**src/rtl/mem_arbiter_if.sv**
```systemverilog
// Bus bundle for the two-requester memory arbiter: core port, loader port,
// memory command/return port and the status block.
// The arbiter uses the slave view; whoever drives the requesters and models
// the memory uses the master view.
interface mem_arbiter_if;
  // Core requester
  logic        c_req;
  logic        c_we;
  logic [31:0] c_addr;
  logic [31:0] c_wdata;
  logic        c_gnt;
  logic        c_rvalid;
  logic [31:0] c_rdata;

  // Loader requester
  logic        l_req;
  logic        l_we;
  logic        l_lock;
  logic [31:0] l_addr;
  logic [31:0] l_wdata;
  logic        l_gnt;
  logic        l_rvalid;
  logic [31:0] l_rdata;

  // Memory side
  logic        m_en;
  logic        m_we;
  logic [31:0] m_addr;
  logic [31:0] m_wdata;
  logic        m_ready;
  logic [31:0] m_rdata;

  // Status
  logic        stat_clr;
  logic [31:0] status;

  modport slave (
    input  c_req, c_we, c_addr, c_wdata,
    input  l_req, l_we, l_lock, l_addr, l_wdata,
    input  m_ready, m_rdata, stat_clr,
    output c_gnt, c_rvalid, c_rdata,
    output l_gnt, l_rvalid, l_rdata,
    output m_en, m_we, m_addr, m_wdata,
    output status
  );

  modport master (
    output c_req, c_we, c_addr, c_wdata,
    output l_req, l_we, l_lock, l_addr, l_wdata,
    output m_ready, m_rdata, stat_clr,
    input  c_gnt, c_rvalid, c_rdata,
    input  l_gnt, l_rvalid, l_rdata,
    input  m_en, m_we, m_addr, m_wdata,
    input  status
  );
endinterface

```
**src/rtl/mem_arbiter.sv**
```systemverilog
// Two-requester memory arbiter (core / loader).
// Round-robin selection on the last granted requester, a loader lock that
// excludes the core for a bounded number of cycles, one-cycle read return
// routing, and a core-wait / lock-timeout status word.
module mem_arbiter #(
  parameter int LOCK_MAX = 64
) (
  input  logic         clk,
  input  logic         rst,
  mem_arbiter_if.slave bus
);

  localparam int CW = (LOCK_MAX > 2) ? $clog2(LOCK_MAX) : 1;
  localparam logic [CW-1:0] LOCK_LAST = CW'(LOCK_MAX - 1);

  typedef enum logic [0:0] {
    ST_IDLE   = 1'b0,
    ST_LOCKED = 1'b1
  } lock_state_e;

  lock_state_e   r_state;
  logic          r_last_l;      // 1: loader was granted most recently
  logic [CW-1:0] r_lock_cnt;
  logic          r_relock_blk;  // set by a forced unlock until the loader lets go
  logic          r_rpend;
  logic          r_rsel;        // 1: pending read belongs to the loader
  logic [15:0]   r_wait;
  logic          r_timeout;

  logic w_sel_c;
  logic w_sel_l;
  logic w_c_gnt;
  logic w_l_gnt;
  logic w_timeout;
  logic w_unlock;

  // Pick the candidate requester from lock state and round-robin history.
  always_comb begin
    w_sel_c = 1'b0;
    w_sel_l = 1'b0;
    if (r_state == ST_LOCKED) begin
      w_sel_l = bus.l_req;
    end else if (bus.c_req && bus.l_req) begin
      w_sel_c = r_last_l;
      w_sel_l = ~r_last_l;
    end else begin
      w_sel_c = bus.c_req;
      w_sel_l = bus.l_req;
    end
  end

  // Grants need memory readiness and are suppressed while reset is held.
  always_comb begin
    w_c_gnt = 1'b0;
    w_l_gnt = 1'b0;
    if (rst && bus.m_ready) begin
      w_c_gnt = w_sel_c;
      w_l_gnt = w_sel_l;
    end else begin
      w_c_gnt = 1'b0;
      w_l_gnt = 1'b0;
    end
  end

  assign w_timeout = (r_state == ST_LOCKED) && (r_lock_cnt == LOCK_LAST);
  assign w_unlock  = (w_l_gnt && !bus.l_lock) || (!bus.l_req && !bus.l_lock);

  assign bus.c_gnt   = w_c_gnt;
  assign bus.l_gnt   = w_l_gnt;
  assign bus.m_en    = w_c_gnt | w_l_gnt;
  assign bus.m_we    = w_l_gnt ? bus.l_we    : bus.c_we;
  assign bus.m_addr  = w_l_gnt ? bus.l_addr  : bus.c_addr;
  assign bus.m_wdata = w_l_gnt ? bus.l_wdata : bus.c_wdata;

  assign bus.c_rvalid = r_rpend & ~r_rsel;
  assign bus.l_rvalid = r_rpend &  r_rsel;
  assign bus.c_rdata  = bus.m_rdata;
  assign bus.l_rdata  = bus.m_rdata;

  assign bus.status = {r_timeout, (r_state == ST_LOCKED), 14'b0, r_wait};

  // Lock FSM with its cycle counter, round-robin history and relock guard.
  always_ff @(posedge clk or negedge rst) begin
    if (!rst) begin
      r_state      <= ST_IDLE;
      r_last_l     <= 1'b1;
      r_lock_cnt   <= '0;
      r_relock_blk <= 1'b0;
    end else begin
      if (w_c_gnt) begin
        r_last_l <= 1'b0;
      end else if (w_l_gnt) begin
        r_last_l <= 1'b1;
      end else begin
        r_last_l <= r_last_l;
      end
      case (r_state)
        ST_IDLE: begin
          r_lock_cnt <= '0;
          if (w_l_gnt && bus.l_lock && !r_relock_blk) begin
            r_state <= ST_LOCKED;
          end else begin
            r_state <= ST_IDLE;
          end
          if (r_relock_blk && ((w_l_gnt && !bus.l_lock) || !bus.l_req)) begin
            r_relock_blk <= 1'b0;
          end else begin
            r_relock_blk <= r_relock_blk;
          end
        end
        ST_LOCKED: begin
          if (w_timeout) begin
            // Forced release: hand the next contention to the core.
            r_state      <= ST_IDLE;
            r_lock_cnt   <= '0;
            r_last_l     <= 1'b1;
            r_relock_blk <= 1'b1;
          end else if (w_unlock) begin
            r_state    <= ST_IDLE;
            r_lock_cnt <= '0;
          end else begin
            r_state    <= ST_LOCKED;
            r_lock_cnt <= r_lock_cnt + CW'(1);
          end
        end
        default: begin
          r_state    <= ST_IDLE;
          r_lock_cnt <= '0;
        end
      endcase
    end
  end

  // Remember who owns the read issued this cycle so its data is routed next cycle.
  always_ff @(posedge clk or negedge rst) begin
    if (!rst) begin
      r_rpend <= 1'b0;
      r_rsel  <= 1'b0;
    end else begin
      r_rpend <= (w_c_gnt & ~bus.c_we) | (w_l_gnt & ~bus.l_we);
      r_rsel  <= w_l_gnt;
    end
  end

  // Core-wait counter and sticky lock-timeout flag; a clear beats any update.
  always_ff @(posedge clk or negedge rst) begin
    if (!rst) begin
      r_wait    <= 16'h0000;
      r_timeout <= 1'b0;
    end else if (bus.stat_clr) begin
      r_wait    <= 16'h0000;
      r_timeout <= 1'b0;
    end else begin
      if (bus.c_req && !w_c_gnt && (r_wait != 16'hFFFF)) begin
        r_wait <= r_wait + 16'd1;
      end
      if (w_timeout) begin
        r_timeout <= 1'b1;
      end
    end
  end

endmodule

```
**src/flat_wrapper.sv**
```systemverilog
// flat-port wrapper written by rule: the top's interface ports become plain ports
module mem_arbiter_flat 
#(
  parameter int LOCK_MAX = 64
)
  (clk, rst, bus_c_req, bus_c_we, bus_c_addr, bus_c_wdata, bus_l_req, bus_l_we, bus_l_lock, bus_l_addr, bus_l_wdata, bus_m_ready, bus_m_rdata, bus_stat_clr, bus_c_gnt, bus_c_rvalid, bus_c_rdata, bus_l_gnt, bus_l_rvalid, bus_l_rdata, bus_m_en, bus_m_we, bus_m_addr, bus_m_wdata, bus_status);
  mem_arbiter_if bus_i ();
  input  logic clk;
  input  logic rst;
  input wire logic [$bits(bus_i.c_req)-1:0] bus_c_req;
  input wire logic [$bits(bus_i.c_we)-1:0] bus_c_we;
  input wire logic [$bits(bus_i.c_addr)-1:0] bus_c_addr;
  input wire logic [$bits(bus_i.c_wdata)-1:0] bus_c_wdata;
  input wire logic [$bits(bus_i.l_req)-1:0] bus_l_req;
  input wire logic [$bits(bus_i.l_we)-1:0] bus_l_we;
  input wire logic [$bits(bus_i.l_lock)-1:0] bus_l_lock;
  input wire logic [$bits(bus_i.l_addr)-1:0] bus_l_addr;
  input wire logic [$bits(bus_i.l_wdata)-1:0] bus_l_wdata;
  input wire logic [$bits(bus_i.m_ready)-1:0] bus_m_ready;
  input wire logic [$bits(bus_i.m_rdata)-1:0] bus_m_rdata;
  input wire logic [$bits(bus_i.stat_clr)-1:0] bus_stat_clr;
  output wire logic [$bits(bus_i.c_gnt)-1:0] bus_c_gnt;
  output wire logic [$bits(bus_i.c_rvalid)-1:0] bus_c_rvalid;
  output wire logic [$bits(bus_i.c_rdata)-1:0] bus_c_rdata;
  output wire logic [$bits(bus_i.l_gnt)-1:0] bus_l_gnt;
  output wire logic [$bits(bus_i.l_rvalid)-1:0] bus_l_rvalid;
  output wire logic [$bits(bus_i.l_rdata)-1:0] bus_l_rdata;
  output wire logic [$bits(bus_i.m_en)-1:0] bus_m_en;
  output wire logic [$bits(bus_i.m_we)-1:0] bus_m_we;
  output wire logic [$bits(bus_i.m_addr)-1:0] bus_m_addr;
  output wire logic [$bits(bus_i.m_wdata)-1:0] bus_m_wdata;
  output wire logic [$bits(bus_i.status)-1:0] bus_status;
  assign bus_i.c_req = bus_c_req;
  assign bus_i.c_we = bus_c_we;
  assign bus_i.c_addr = bus_c_addr;
  assign bus_i.c_wdata = bus_c_wdata;
  assign bus_i.l_req = bus_l_req;
  assign bus_i.l_we = bus_l_we;
  assign bus_i.l_lock = bus_l_lock;
  assign bus_i.l_addr = bus_l_addr;
  assign bus_i.l_wdata = bus_l_wdata;
  assign bus_i.m_ready = bus_m_ready;
  assign bus_i.m_rdata = bus_m_rdata;
  assign bus_i.stat_clr = bus_stat_clr;
  assign bus_c_gnt = bus_i.c_gnt;
  assign bus_c_rvalid = bus_i.c_rvalid;
  assign bus_c_rdata = bus_i.c_rdata;
  assign bus_l_gnt = bus_i.l_gnt;
  assign bus_l_rvalid = bus_i.l_rvalid;
  assign bus_l_rdata = bus_i.l_rdata;
  assign bus_m_en = bus_i.m_en;
  assign bus_m_we = bus_i.m_we;
  assign bus_m_addr = bus_i.m_addr;
  assign bus_m_wdata = bus_i.m_wdata;
  assign bus_status = bus_i.status;
  mem_arbiter #(.LOCK_MAX(LOCK_MAX)) u_core (.clk(clk), .rst(rst), .bus(bus_i));
endmodule
```
**config.mk**
```make
export PLATFORM = sky130hd
export DESIGN_NAME = mem_arbiter_flat
export DESIGN_NICKNAME = d
export VERILOG_FILES = /design/src/rtl/mem_arbiter_if.sv /design/src/rtl/mem_arbiter.sv /design/src/flat_wrapper.sv
export SDC_FILE = /design/constraint.sdc
export NUM_CORES = 1
export LEC_CHECK = 0
export BUFFER_PORTS_ARGS = -buffer_cell sky130_fd_sc_hd__buf_2
export CAP_MARGIN = 20
export CORE_AREA = 3 3 127 129
export CTS_CLUSTER_DIAMETER = 200
export CTS_CLUSTER_SIZE = 14
export DETAILED_ROUTE_END_ITERATION = 12
export DIE_AREA = 0 0 130 132
export PLACE_DENSITY = 0.63
export SYNTH_ARGS = -nofsm -noshare
export SYNTH_HDL_FRONTEND = slang
export SYNTH_SLANG_ARGS = --single-unit
```
**constraint.sdc**
```tcl
create_clock -name clk -period 2.3 [get_ports clk]
set_clock_uncertainty 0.05 [all_clocks]
set_input_delay 0 -clock clk [delete_from_list [all_inputs] [get_ports clk]]
set_output_delay 0 -clock clk [all_outputs]
set_load 0.02 [all_outputs]
```
==> results of run 1 <==
## power groups by stage
| stage | clock network [mW] | registers [mW] | logic (mW) |
|---|---|---|---|
| 2_1_floorplan | 0 | 0.532 | 0.499 |
| 6_report | 0.442 | 0.518 | 0.736 |
| 3_3_place_gp | 0 | 0.527 | 0.606 |
| 3_5_place_dp | 0 | 0.527 | 0.606 |
| 4_1_cts | 0.466 | 0.517 | 0.747 |
| 5_1_grt | 0.484 | 0.520 | 0.794 |
## cells by family after synthesis
kind of cell | count (synthesis)
other | 1
buffers and inverters | 98
multiplexers | 70
AO/OA/AOI/OAI | 34
flip-flops | 28
adder cells (fa/ha/maj) | 2
XOR/XNOR | 4
AND/OR/NAND/NOR | 73
## worst max-delay path by stage
stage                     start          endpoint  slack [ns]  depth (start not counted)
4_1_cts          u_core.r_state   bus_m_wdata[17]        0.13                          5
3_3_place_gp     u_core.r_state   bus_m_wdata[17]        0.45                          5
2_1_floorplan  u_core.r_wait[0]  u_core.r_wait[7]        0.32                          6
5_1_grt          u_core.r_state   bus_m_wdata[17]        0.04                          5
6_report         u_core.r_state   bus_m_wdata[17]        0.14                          5
3_5_place_dp     u_core.r_state   bus_m_wdata[17]        0.45                          5
## worst max-delay path: stages, from the launching register on
cell and delay [ns]:
dfrtp_1 0.48, nand3b_1 0.27, nand3_4 0.13, buf_4 0.35, mux2_2 0.42, buf_2 0.18
## layout make-up
type	instances	area (um^2)
Fill cell	1664	10950
Multi-Input combinational cell	197	1590
Timing Repair Buffer	268	1554
Sequential cell	28	701.9
Tap cell	188	235.2
Clock buffer	4	88.84
Inverter	6	22.52
## timing repair
action | 4_1_cts | 5_1_grt
buffers inserted | 0 | 0
hold buffers | 36 | 0
hold endpoints to repair | 94 | 0
## registers in the layout, summed over array words and instances (netlist names)
name,count
u_core.r_wait,16
u_core.r_lock_cnt,6
u_core.r_state,1
u_core.r_relock_blk,1
u_core.r_last_l,1
u_core.r_timeout,1
u_core.r_rsel,1
u_core.r_rpend,1
## routing by layer
| metal | up-vias | global-route usage [%] | part of all wire, % |
|---|---|---|---|
| met5 | - | 0 | 0.073 |
| met4 | 2 | 3.695 | 2.1 |
| met3 | 14 | 3.201 | 9.9 |
| met2 | 215 | 21.83 | 47 |
| met1 | 1351 | 18.15 | 41 |
| li1 | 1399 | - | - |
## metrics by stage
stage               total power, mW  utilization [%]
floorplan                     1.031                -
global placement              1.133            24.72
detailed placement            1.133            24.72
CTS                           1.730            27.68
global route                  1.797            27.68
finish                        1.696            27.68
## placed cells by master, fill, tap and decap left out, types with 3 or more instances in the layout
cell type	synthesis	final
a21oi_1	14	14
and3_1	3	3
buf_2	7	224
buf_4	81	7
clkbuf_16	0	3
conb_1	1	14
dfrtp_1	27	27
dlygate4sd3_1	0	36
inv_1	6	6
mux2_2	69	69
nand2_1	9	9
nand3_1	7	6
nand4_1	3	3
nand4_2	3	3
nor2_1	15	15
nor2b_1	8	8
nor4_1	4	4
o21ai_0	5	5
o31ai_1	9	9
or4_1	9	9
xnor2_1	3	3
==> results.py, run 1 <==
metrics = {
    "run_status": {
        "status": "finished clean",
    },
    "drt": {
        "routed_wl_mm": 12.34,
        "drcViolationCount": 0,
        "ant_nets": 0,
        "detail_route.first_pass.iterations": 4,
        "drt_iter0_markers": 120,
        "vias": 2981,
        "wl_per_cell_um": 17.86,
        "avgViaCountPerCell": 4.314,
    },
    "cells_and_area": {
        "drive_above_1_share_pct": 62.82,
        "fin_nets": 675,
        "area_growth_pct": 43.27,
        "final_cell_count_no_fill": 691,
        "fin_area_um2": 4193,
        "num_antenna_cells": 0,
    },
    "placed_design": {
        "dpl.hpwl_mm": 10.27,
        "dp_worst_setup_slack_ns": 0.4526,
        "io_buffers": 224,
        "gp_congestion": 0.7567,
        "placedCellCount": 651,
        "place_area_um2": 3744,
    },
    "global_route": {
        "grt_overflow": 0,
        "grt_pass1_wl_mm": 17.57,
        "grt_pass1_vias": 2959,
        "grt_max_degree": 41,
        "grt_use_total_pct": 13.58,
        "antenna_found_initial": 5,
    },
    "timing": {
        "holdWs_ns": 0.01086,
        "fin_tns_setup_ns": 0,
        "slew_headroom_pct": 64.61,
        "fin_ws_ns": 0.1402,
        "rsz0062_at_grt": "no",
        "fin_crit_ns": 2.160,
        "fmax_mhz": 463.0,
        "setup_viol": 0,
        "worst_pin_slew_ns": 0.5285,
        "finalHoldViolations": 0,
        "drv_slew": 0,
        "min_period_over_period_pct": 93.90,
    },
    "setup_path": {
        "r2r-end": "u_core.r_rpend",
        "r2r_start": "u_core.r_state",
        "required_ns": 2.25,
        "reg2reg_depth": 5,
        "cp.arrival_ns": 2.11,
        "cp-end-kind": "output port",
        "cp_max_fo": 30,
        "r2r_slack_ns": 0.34,
        "worstSetupPathType": "register to output port",
        "critPathLaunchType": "register",
    },
    "yosys": {
        "synth_top_area_cell": "mux2_2",
        "synth_xor_xnor_area_share_pct": 1.197,
        "synth_top_area_share_pct": 26.55,
        "synth_top_family_by_area": "multiplexers",
        "avgSynthCellArea_um2": 9.441,
        "synth_commonest_cells": "buf_4 (81), mux2_2 (69), dfrtp_1 (27)",
        "synth_compound_area_share_pct": 7.567,
        "synth_edf_count": 0,
        "synthMuxAreaShare_pct": 27.06,
        "ys_ff_latch": 28,
        "ys_seq_area_share_pct": 23.98,
        "yosysUniqueCellTypes": 40,
        "synth.area.top_cells": "mux2_2 (27%), dfrtp_1 (23%), buf_4 (21%)",
        "synth_most_common_cell": "buf_4",
        "synth-simple-area-share_pct": 15.43,
        "syn_area_um2": 2927,
        "ys_warn_count": 0,
        "synth_fa_ha_area_share_pct": 0.8551,
        "synthCells": 310,
        "synthArstFlopShare_pct": 100.0,
        "synth_ff_type": "dfrtp_1",
    },
    "power": {
        "p_int_mw": 1.068,
        "power_density_nw_per_um2": 404.4,
        "p_seq_share_pct": 30.5,
        "p_sw_mw": 0.6274,
        "clockPowerShare_pct": 26.1,
        "swShare_pct": 37.00,
        "p_leak_nw": 2.128,
        "peakVddDrop_mv": 0.2224,
        "combPwrFrac_pct": 43.4,
    },
    "floorplanning": {
        "rows": 45,
        "fp.coreArea_um2": 15150,
        "die_width_um": 130,
        "die-area_um2": 17160,
        "start_util_pct": 19.32,
        "io_pins": 335,
        "die-height_um": 132,
    },
    "flow_run": {
        "drv_cap": 0,
    },
    "clocking": {
        "cts.repair.resized": 0,
        "cts_root_buf": "clkbuf_16",
        "clk_path_buf_depth": 2,
        "htree_levels": 1,
        "cts_tree": "yes",
        "clk_latency_ns": 0.27,
        "cts_made_buffers": 3,
        "cts.sinks": 28,
        "path_clk_slew_ns": 0.07,
    },
    "worst_hold_path": {
        "whs_endpoint": "u_core.r_relock_blk",
        "hold_path_startpoint": "bus_l_req",
        "whs_path_depth": 3,
        "hold_class": "primary input to register",
    },
}
(Power assumes the default switching activity.)
==> run 2: changes to the inputs <==
--- a/config.mk
+++ b/config.mk
@@ -7,12 +7,12 @@
 export LEC_CHECK = 0
 export BUFFER_PORTS_ARGS = -buffer_cell sky130_fd_sc_hd__buf_2
 export CAP_MARGIN = 20
-export CORE_AREA = 3 3 127 129
+export CORE_AREA = 3 3 130 132
 export CTS_CLUSTER_DIAMETER = 200
 export CTS_CLUSTER_SIZE = 14
 export DETAILED_ROUTE_END_ITERATION = 12
-export DIE_AREA = 0 0 130 132
-export PLACE_DENSITY = 0.63
+export DIE_AREA = 0 0 133 135
+export PLACE_DENSITY = 0.61
 export SYNTH_ARGS = -nofsm -noshare
 export SYNTH_HDL_FRONTEND = slang
 export SYNTH_SLANG_ARGS = --single-unit
==> results.py, run 2 (same netlist as run 1, synthesis figures left out) <==
metrics = {
    "run_status": {
        "status": "finished clean",
    },
    "clocking": {
        "post_cts_buffers": 0,
        "clk_latency_ns": 0.26,
        "cts.sinks": 28,
        "cts_made_buffers": 3,
        "path_clk_slew_ns": 0.07,
        "clk_path_buf_depth": 2,
        "htree_levels": 1,
        "cts_hold_buffers": 36,
        "cts_root_buf": "clkbuf_16",
        "cts.repair.resized": 0,
        "cts_tree": "yes",
    },
    "timing": {
        "rsz0062_at_grt": "no",
        "setup_viol": 0,
        "drv_slew": 0,
        "finalHoldViolations": 0,
        "holdWs_ns": 0.004809,
        "fin_tns_setup_ns": 0,
        "fin_crit_ns": 2.099,
        "slew_headroom_pct": 61.99,
        "fmax_mhz": 476.3,
        "worst_pin_slew_ns": 0.5677,
        "min_period_over_period_pct": 91.28,
    },
    "global_route": {
        "met2_usage_pct": 20.80,
        "grt.busiest_layer": "met2",
        "antenna_found_initial": 2,
        "grt_pass1_wl_mm": 17.13,
        "grt_use_total_pct": 12.58,
        "grt_overflow": 0,
        "grt_use_met1_pct": 16.76,
        "grt_pass1_vias": 2783,
        "grt_max_degree": 42,
        "grtUsageMet3_pct": 3.726,
    },
    "setup_path": {
        "critPathBufInv": 2,
        "worstSetupPathType": "register to output port",
        "cp.arrival_ns": 2.05,
        "cp_max_fo": 29,
        "cp_slowest_cell": "dfrtp_1",
        "crit_path_start": "u_core.r_state",
        "required_ns": 2.25,
        "cp_top_family": "buffers and inverters",
        "cp_cell_sequence": "nand3b_1 -> nand3_4 -> buf_4 -> mux2_2 -> buf_2",
        "critPathLaunchType": "register",
        "slowest_delay_ns": 0.47,
        "cp-end-kind": "output port",
        "r2r_start": "u_core.r_state",
    },
    "cells_and_area": {
        "area_growth_pct": 44.25,
        "final_cell_mix": "buf_2 (224), mux2_2 (69), dlygate4sd3_1 (36)",
        "num_antenna_cells": 0,
        "seq_area_um2": 701.9,
        "fill_cells": 1711,
        "layout_commonest_cell": "buf_2",
        "fin_nets": 672,
        "drive_above_1_share_pct": 62.60,
        "largestRegisters": "u_core.r_wait x16, u_core.r_lock_cnt x6",
        "top_register": "u_core.r_wait",
        "largest_reg_flops": 16,
        "multiInputGateArea_um2": 1590,
    },
    "floorplanning": {
        "rows": 46,
        "fp.coreArea_um2": 15830,
        "start_util_pct": 18.49,
        "die-area_um2": 17960,
        "die_width_um": 133,
        "die-height_um": 135,
        "io_pins": 335,
    },
    "worst_hold_path": {
        "hold_path_startpoint": "bus_l_req",
        "hold_class": "primary input to register",
    },
    "power": {
        "p_leak_nw": 2.120,
        "peakVddDrop_mv": 0.2640,
        "power_density_nw_per_um2": 417.1,
    },
    "drt": {
        "drt_iter0_markers": 196,
        "routed_wl_mm": 12.46,
        "vias": 2920,
        "wl_per_cell_um": 17.40,
        "drcViolationCount": 0,
        "avgViaCountPerCell": 4.078,
        "ant_nets": 0,
        "detail_route.first_pass.iterations": 4,
    },
    "flow_run": {
        "drv_cap": 0,
    },
    "placed_design": {
        "io_buffers": 224,
        "dpl.hpwl_mm": 10.50,
        "gp_congestion": 0.8030,
    },
}
## run 2: worst min-delay path, cell delays in order
cell and delay [ns]:
buf_2 0.14, o21ai_0 0.08, a21oi_1 0.06
## run 2: stage by stage
| step | area (um^2) | setup WS (ns) | cells | utilization [%] | power [mW] |
|---|---|---|---|---|---|
| CTS | 4222 | 0.1813 | 716 | 26.67 | 1.789 |
| global route | 4222 | 0.07497 | 716 | 26.67 | 1.847 |
| detailed placement | 3756 | 0.3583 | 676 | 23.73 | 1.124 |
| global placement | 3756 | 0.4257 | 676 | 23.73 | 1.123 |
| floorplan | 2975 | 0.3163 | 323 | - | 1.031 |
| finish | 4222 | 0.2005 | 716 | 26.67 | 1.761 |
## run 2: worst paths after layout
path / to / cells after the start / slack [ns]
min in group asynchronous: u_core.r_last_l / 2 / 0.22
worst min register to register: u_core.r_lock_cnt[0] / 1 / 0.43
worst max-delay path: bus_m_wdata[31] / 5 / 0.20
worst min-delay path: u_core.r_relock_blk / 3 / 0.005
max in group asynchronous: u_core.r_wait[0] / 3 / 1.63
worst max register to register: u_core.r_rpend / 5 / 0.33
## run 2: layout make-up
type                    instances  share of cell area, %
well taps                     216                  6.402
inverters                       6                 0.5335
clock buffers                   3                  1.778
repair buffers                265                  36.28
flip-flops and latches         28                  16.63
clock inverters                 1                 0.7113
multi-input cells             197                  37.67
## run 2: metal layers
layer | vias up | share of wire (%)
met5 | - | 0.27
met1 | 1341 | 42
li1 | 1393 | -
met2 | 174 | 48
met3 | 8 | 8.9
met4 | 4 | 0.52
## run 2: power breakdown
part	internal [mW]	switching, mW
clock	0.347	0.169
combinational	0.289	0.434
sequential	0.507	0.0154
==> run 3: changes to the inputs <==
--- a/config.mk
+++ b/config.mk
@@ -5,14 +5,16 @@
 export SDC_FILE = /design/constraint.sdc
 export NUM_CORES = 1
 export LEC_CHECK = 0
-export BUFFER_PORTS_ARGS = -buffer_cell sky130_fd_sc_hd__buf_2
 export CAP_MARGIN = 20
 export CORE_AREA = 3 3 130 132
 export CTS_CLUSTER_DIAMETER = 200
 export CTS_CLUSTER_SIZE = 14
 export DETAILED_ROUTE_END_ITERATION = 12
 export DIE_AREA = 0 0 133 135
-export PLACE_DENSITY = 0.61
+export DONT_BUFFER_PORTS = 1
+export MAX_ROUTING_LAYER = met4
+export PLACE_DENSITY = 0.43
+export REMOVE_ABC_BUFFERS = 1
 export SYNTH_ARGS = -nofsm -noshare
 export SYNTH_HDL_FRONTEND = slang
 export SYNTH_SLANG_ARGS = --single-unit
==> results.py, run 3 (same netlist as run 1, synthesis figures left out) <==
metrics = {
    "setup_path": {
        "worstSetupPathType": "register to output port",
        "reg2reg_depth": 4,
        "crit_cells": 4,
        "critPathLaunchType": "register",
        "cp-end-kind": "output port",
        "cp_top_family": "flip-flops",
        "required_ns": 2.25,
        "cp.arrival_ns": 2.03,
        "slowest_delay_ns": 0.54,
        "cp_slowest_cell": "dfstp_2",
        "critPathBufInv": 1,
        "cp_cell_sequence": "nand3b_1 -> nand3_4 -> buf_4 -> mux2_2",
        "cp_max_fo": 24,
    },
    "flow_run": {
        "drv_cap": 0,
    },
    "global_route": {
        "grt_pass1_wl_mm": 16.15,
        "antenna_found_initial": 1,
        "grt_use_total_pct": 12.60,
        "grt_pass1_vias": 2186,
        "grt_max_degree": 35,
        "grt_overflow": 0,
    },
    "timing": {
        "fin_ws_ns": 0.2197,
        "slew_headroom_pct": 46.45,
        "fmax_mhz": 480.7,
        "rsz0062_at_grt": "no",
        "setup_viol": 0,
        "fin_crit_ns": 2.080,
        "drv_slew": 0,
        "worst_pin_slew_ns": 0.8006,
        "finalHoldViolations": 0,
        "min_period_over_period_pct": 90.45,
        "fin_tns_setup_ns": 0,
    },
    "floorplanning": {
        "die_width_um": 133,
        "io_pins": 335,
        "rows": 46,
        "die-height_um": 135,
        "fp.coreArea_um2": 15830,
        "start_util_pct": 18.49,
        "die-area_um2": 17960,
    },
    "clocking": {
        "clk_latency_ns": 0.27,
        "cts_root_buf": "clkbuf_16",
        "cts_tree": "yes",
        "clk_path_buf_depth": 2,
        "cts.repair.resized": 0,
        "cts_made_buffers": 3,
        "post_cts_buffers": 0,
        "htree_levels": 1,
        "path_clk_slew_ns": 0.08,
        "cts.sinks": 28,
    },
    "cells_and_area": {
        "final_cell_mix": "mux2_2 (69), dlygate4sd3_1 (38), dfrtp_1 (27)",
        "largest_reg_flops": 16,
        "drive_above_1_share_pct": 34.38,
        "area_growth_pct": 9.705,
        "top_register": "u_core.r_wait",
        "fin_area_um2": 3211,
        "final_cell_count_no_fill": 505,
        "layout_commonest_cell": "mux2_2",
        "largestRegisters": "u_core.r_wait x16, u_core.r_lock_cnt x6",
        "fin_nets": 460,
    },
    "drt": {
        "detail_route.first_pass.iterations": 4,
        "vias": 2314,
        "drt_iter0_markers": 146,
        "routed_wl_mm": 12.42,
        "avgViaCountPerCell": 4.582,
        "ant_nets": 0,
        "drcViolationCount": 0,
        "wl_per_cell_um": 24.60,
    },
    "power": {
        "peakVddDrop_mv": 0.3010,
        "p_leak_nw": 1.268,
        "power_density_nw_per_um2": 506.5,
    },
    "placed_design": {
        "gp_congestion": 0.8100,
        "place_area_um2": 2703,
        "placedCellCount": 461,
        "dpl.hpwl_mm": 9.893,
        "dp_worst_setup_slack_ns": 0.3814,
        "io_buffers": 0,
    },
    "worst_hold_path": {
        "whs_path_depth": 3,
        "hold_class": "primary input to register",
    },
    "run_status": {
        "status": "finished clean",
    },
}
-- run 3: changes by cell type in the layout (fill, tap and decap cells not counted) --
| cell | delta |
|---|---|
| buf_4 | +9 |
| dlygate4sd3_1 | +2 |
| buf_2 | -224 |
| diode_2 | +1 |
| buf_12 | +1 |
-- run 3: cell type report --
cell class              instances  area [um^2]
repair buffers                 53        518.0
clock inverters                 1        30.03
fillers                      1729        12620
multi-input cells             197         1590
inverters                       6        22.52
flip-flops and latches         28        701.9
clock buffers                   3        75.07
well taps                     216        270.3
diodes                          1        2.502
-- run 3: power by group --
group | internal, mW | total (mW) | switching (mW)
Sequential | 0.507 | 0.516 | 0.00951
Combinational | 0.171 | 0.573 | 0.402
Clock | 0.348 | 0.537 | 0.189
Total | 1.02 | 1.63 | 0.601
-- run 3: path summary, 6_finish.rpt --
path                                 startpoint                   end  slack, ns
max                             u_core.r_last_l         bus_m_addr[1]       0.22
min                                   bus_c_req      u_core.r_wait[0]       0.03
max reg2reg                    u_core.r_wait[2]     u_core.r_wait[11]       0.36
min reg2reg                u_core.r_lock_cnt[0]  u_core.r_lock_cnt[0]       0.43
max in group asynchronous                   rst       u_core.r_last_l       1.82
min in group asynchronous                   rst      u_core.r_wait[4]       0.13
-- run 3: per-layer routing --
| metal | up-vias | wire length (um) | global-route usage [%] | share of wire [%] |
|---|---|---|---|---|
| li1 | 972 | - | - | - |
| met1 | 1165 | 5197 | 16.62 | 42 |
| met2 | 169 | 5879 | 18.62 | 47 |
| met3 | 8 | 1148 | 4.471 | 9.2 |
| met4 | 0 | 197 | 2.714 | 1.6 |
| met5 | - | 0 | - | 0 |
-- run 3: per-stage QoR --
step	total power, mW	util, %	hold slack [ns]
3_3_place_gp	0.9172	17.08	-0.3448
6_report	1.626	20.28	0.03451
5_1_grt	1.687	20.28	0.05290
4_1_cts	1.644	20.27	0.04148
3_5_place_dp	0.9186	17.08	-0.3445
2_1_floorplan	0.8399	-	-0.3456
-- run 3: worst register-to-register path, cell delays in order, from the launching register on --
cell	delay (ns)
dfrtp_1	0.58
and3_1	0.27
nand4_2	0.18
nor4_1	0.37
mux2_2	0.37
-- run 3: timing repair --
action	in CTS	in global routing
hold buffers	39	0
hold endpoints to repair	113	0
endpoints found under the setup margin	0	0
